$ cat src/rtl/piso_readout_ctrl.sv
// piso_readout_ctrl
//
// Sequences one readout frame of the test chip's PISO error-count chains.
// A frame parallel-loads the chip (one shift_clk pulse with load high),
// then issues NUM_BITS shift pulses with load low, LSB first, then a tail
// half-period before load returns high. shift_clk is derived from clk by
// holding each level for CLK_DIV system cycles. Every output is a flop.
//
// Parameters:
//   CLK_DIV     system-clock cycles per shift_clk half-period (1..255)
//   NUM_BITS    shift pulses per frame (1..63)
//
// Ports:
//   clk          system clock, rising edge
//   rst_n        asynchronous active-low reset
//   start        one-cycle frame request, honoured only while idle
//   abort        terminates a frame in progress
//   load         1 = parallel load/hold, 0 = shift
//   shift_clk    divided shift clock to chip and capture stage
//   busy         frame in progress
//   done         one-cycle pulse on normal frame completion
//   aborted      one-cycle pulse when a frame is terminated by abort
//   bit_idx      index of the bit presented at the next shift rising edge
//   frame_count  completed frames, wrapping at 16 bits
module piso_readout_ctrl #(
  parameter int CLK_DIV  = 4,
  parameter int NUM_BITS = 12
) (
  input  logic        clk,
  input  logic        rst_n,
  input  logic        start,
  input  logic        abort,
  output logic        load,
  output logic        shift_clk,
  output logic        busy,
  output logic        done,
  output logic        aborted,
  output logic [5:0]  bit_idx,
  output logic [15:0] frame_count
);

  typedef enum logic [2:0] {
    IDLE    = 3'd0,
    LD_LOW  = 3'd1,
    LD_HIGH = 3'd2,
    LD_HOLD = 3'd3,
    SH_LOW  = 3'd4,
    SH_HIGH = 3'd5,
    TAIL    = 3'd6
  } state_t;

  localparam logic [7:0] DIV_LAST = 8'(CLK_DIV - 1);
  localparam logic [5:0] BIT_LAST = 6'(NUM_BITS - 1);

  state_t      state;
  state_t      state_nxt;
  logic [7:0]  div_cnt;
  logic [7:0]  div_nxt;
  logic [5:0]  bit_cnt;
  logic [5:0]  bit_nxt;
  logic [15:0] frame_cnt;
  logic [15:0] frame_cnt_nxt;

  logic        div_wrap;
  logic        frame_end;
  logic        abort_evt;

  logic        load_nxt;
  logic        shift_clk_nxt;
  logic        busy_nxt;
  logic        done_nxt;
  logic        aborted_nxt;

  assign div_wrap  = (div_cnt == DIV_LAST);
  // Abort beats a completion landing in the same cycle: no done then.
  assign abort_evt = (state != IDLE) && abort;
  assign frame_end = (state == TAIL) && div_wrap && !abort;

  // State and output registers
  always_ff @(posedge clk or negedge rst_n) begin
    if (!rst_n) begin
      state     <= IDLE;
      div_cnt   <= '0;
      bit_cnt   <= '0;
      frame_cnt <= '0;
      load      <= 1'b1;
      shift_clk <= 1'b0;
      busy      <= 1'b0;
      done      <= 1'b0;
      aborted   <= 1'b0;
    end else begin
      state     <= state_nxt;
      div_cnt   <= div_nxt;
      bit_cnt   <= bit_nxt;
      frame_cnt <= frame_cnt_nxt;
      load      <= load_nxt;
      shift_clk <= shift_clk_nxt;
      busy      <= busy_nxt;
      done      <= done_nxt;
      aborted   <= aborted_nxt;
    end
  end

  // Next-state logic
  always_comb begin
    state_nxt = state;
    if (state == IDLE) begin
      // Abort together with start keeps the block idle.
      if (start && !abort) state_nxt = LD_LOW;
    end else if (abort) begin
      state_nxt = IDLE;
    end else if (div_wrap) begin
      case (state)
        LD_LOW:  state_nxt = LD_HIGH;
        LD_HIGH: state_nxt = LD_HOLD;
        LD_HOLD: state_nxt = SH_LOW;
        SH_LOW:  state_nxt = SH_HIGH;
        SH_HIGH: state_nxt = (bit_cnt == BIT_LAST) ? TAIL : SH_LOW;
        TAIL:    state_nxt = IDLE;
        default: state_nxt = IDLE;
      endcase
    end
  end

  // Output logic: next values of every registered output
  always_comb begin
    // Divider restarts on every state change and sits at zero while idle.
    if ((state_nxt != state) || (state_nxt == IDLE)) div_nxt = '0;
    else                                             div_nxt = div_cnt + 8'd1;

    // bit_cnt only carries a value while shifting; it advances as each
    // shift-high half-period ends so it is stable before the next edge.
    if ((state == SH_HIGH) && (state_nxt == SH_LOW))
      bit_nxt = bit_cnt + 6'd1;
    else if ((state_nxt == SH_LOW) || (state_nxt == SH_HIGH))
      bit_nxt = bit_cnt;
    else
      bit_nxt = '0;

    load_nxt      = !((state_nxt == SH_LOW) || (state_nxt == SH_HIGH) ||
                      (state_nxt == TAIL));
    shift_clk_nxt = (state_nxt == LD_HIGH) || (state_nxt == SH_HIGH);
    busy_nxt      = (state_nxt != IDLE);
    done_nxt      = frame_end;
    aborted_nxt   = abort_evt;
    frame_cnt_nxt = frame_cnt + 16'(frame_end);
  end

  assign bit_idx     = bit_cnt;
  assign frame_count = frame_cnt;

endmodule

$ cat config.mk
export PLATFORM = sky130hd
export DESIGN_NAME = piso_readout_ctrl
export DESIGN_NICKNAME = d
export VERILOG_FILES = /design/src/rtl/piso_readout_ctrl.sv
export SDC_FILE = /design/constraint.sdc
export NUM_CORES = 1
export LEC_CHECK = 0
export CORE_ASPECT_RATIO = 1.4
export CORE_MARGIN = 2
export CORE_UTILIZATION = 52
export DETAILED_ROUTE_END_ITERATION = 10
export PLACE_DENSITY = 0.88
export SKIP_LAST_GASP = 1
export SYNTH_ARGS = -nofsm -noshare
export SYNTH_HDL_FRONTEND = slang
export SYNTH_SLANG_ARGS = --single-unit
$ cat constraint.sdc
create_clock -name clk -period 3 [get_ports clk]
set_input_delay 0.6 -clock clk [delete_from_list [all_inputs] [get_ports clk]]
set_output_delay 0.6 -clock clk [all_outputs]
set_load 0.02 [all_outputs]
==> flow_summary.yaml <==
clocking:
  worstSkewPairLatency_ns: 0.29
  cts_setup_buffers: 0
  cts_tree: "yes"
  cts-root-buf: "clkbuf_8"
  cts_made_buffers: 5
  clk_pin_slew_ns: 0.07
  clockBufferDepth: 2
  cts_num_sinks: 38
  htreeDepth: 2
global_routing:
  antenna_found_initial: 0
  grt_max_degree: 39
  gr-total-overflow: 0
  grt_pass1_wl_um: 6258
  grt_usage_pct: 22.11
  grt_pass1_vias: 1428
synthesis:
  async_reset_ff_share_pct: 100.0
  yosysMostFrequentCell: "dfrtp_1"
  netlist_area_um2: 1805
  yosys.area.top_type: "dfrtp_1"
  ys_seq_elements: 38
  syn_inst: 164
  synth_nets: 172
  synth_top_cells_by_count: "dfrtp_1, nand3_1, nor2_1, xnor2_1, nor3_1"
  synth_edf_count: 0
  synthFlopType: "dfrtp_1"
  synth_area_per_cell_um2: 11.01
  netlist_top_cells_area: "dfrtp_1, xnor2_1, nand3_1"
  ys_seq_area_share_pct: 52.74
  yosys_warnings: 0
  yosys.cell_types.count: 36
  synth_top_area_share_pct: 51.28
power_and_ir_drop:
  p_per_area_nw_per_um2: 479.0
  vdd_drop_max_v: 0.0003424
  p_leak_nw: 0.9876
  total_power_mw: 1.107
drt:
  vias_per_cell: 5.872
  drtIter0Drc: 69
  first_pass_iters: 5
  post_drt_wl_per_cell_um: 16.11
  wl_um: 3898
  dr_total_vias: 1421
  drc: 0
  ant_nets: 0
worst_setup_path:
  worst_setup_path_end_kind: "register"
  required_ns: 3.17
  critPathKind: "reg -> reg"
  critPathArrivalTime_ns: 2.85
  critPathLaunchType: "register"
  cp_max_fo: 5
timing:
  hold_violations: 0
  drv_slew: 0
  slew_headroom_pct: 52.60
  rsz0062_at_grt: "false"
  period_share_pct: 89.20
  tns_ns: 0
  hold_slack_ns: 0.4719
  worst_slew_pin_slew_ns: 0.7050
  fmax_ghz: 0.3737
  skew_ns: 0.005755
  period_needed_ns: 2.676
  setup_violations: 0
cells_and_area:
  fin_area_um2: 2311
  drive_above_1_share_pct: 10.40
  antenna_cells: 0
  num-nets-final: 209
  stdcell_count: 242
  syn_to_final_growth_pct: 28.00
placement:
  dpl_cell_area_um2: 2158
  gp_congestion: 0.8426
  dp.cells: 234
  io_buffers: 30
  hpwl_um: 2781
run_status:
  outcome: "complete, no violations"
floorplanning:
  die_w_um: 53.80
  core.rowCount: 25
  start_util_pct: 53.94
  core_area_um2: 3347
  die_h_um: 73.72
  ioPinCount: 31
  die_area_um2: 3966
job:
  maxCapViolCount: 0
hold_path:
  hp-class: "reg -> reg"
layout by cell type, fill, tap and decap left out, types with 3 or more instances in the layout:
cell and count:
a22oi_1 4, and3_1 6, clkbuf_8 6, clkdlybuf4s50_1 30, dfrtp_1 37, ha_1 4, inv_1 3, nand2_1 7
nand2b_1 3, nand3_1 17, nor2_1 17, nor2b_1 4, nor3_1 7, o21ai_0 5, xnor2_1 16, xor2_1 8
layout make-up:
class                           instances  area, um2
Multi-Input combinational cell        121      839.6
Sequential cell                        38      952.2
Clock buffer                            6      82.58
Inverter                                3      11.26
Tap cell                               40      50.05
Fill cell                             233       1036
Timing Repair Buffer                   32      315.3
Clock inverter                          2      60.06
path summary, 6_finish.rpt:
check                                startpoint              end  slack (ns)  cells past startpoint
worst max-delay path                 div_cnt[0]  frame_count[14]        0.32                     10
worst min-delay path            frame_count[15]  frame_count[15]        0.47                      1
worst max register to register       div_cnt[0]  frame_count[14]        0.32                     10
worst min register to register  frame_count[15]  frame_count[15]        0.47                      1
max in group asynchronous                 rst_n             load        1.92                      2
min in group asynchronous                 rst_n   frame_count[5]        0.73                      2
metal layers:
layer	vias up	track usage (%)	part of all wire [%]
met5	-	0	0
met1	703	23.21	37
met2	59	39.57	55
met4	0	10.83	1.9
li1	651	-	-
met3	8	5.285	5.6
sequential cells by signal, indices dropped and copies added, names as in the netlist:
register	flops
shift_clk	1
state	3
aborted	1
load	1
bit_idx	6
frame_count	16
div_cnt	8
busy	1
done	1
critical path: stages, from the launching register on:
cell and delay (ns):
dfrtp_1 0.39, ha_1 0.27, nor4b_4 0.31, nand2_1 0.20, nor3_1 0.30, ha_1 0.23
ha_1 0.22, nand2_1 0.11, nor3_2 0.29, nand2_1 0.10, xnor2_1 0.14
what timing repair did:
item | 4_1_cts | 5_1_grt
endpoints found under the setup margin | 0 | 6
hold buffers | 0 | 0
gates resized for setup | 0 | 2
power by group:
group	total, mW	switching (mW)	internal, mW
Clock	0.534	0.180	0.355
Sequential	0.522	0.00485	0.517
Combinational	0.0510	0.0316	0.0193
Total	1.11	0.216	0.891
kinds of logic after synthesis:
kind of cell             after synthesis  synth area share [%]
AO/OA/AOI/OAI                         23                 10.81
XOR/XNOR                              24                 11.64
adder cells (fa/ha/maj)                4                 2.772
buffers and inverters                  5                 1.317
flip-flops                            38                 52.74
AND/OR/NAND/NOR                       70                 20.72
per-stage QoR:
step | setup WS [ns] | util [%]
3_3_place_gp | 0.2625 | 64.49
4_1_cts | 0.1900 | 68.75
6_report | 0.3240 | 69.05
3_5_place_dp | 0.1977 | 64.49
2_1_floorplan | 0.6475 | -
5_1_grt | 0.05044 | 69.05
Note: power is estimated with default switching activity, not from simulation.
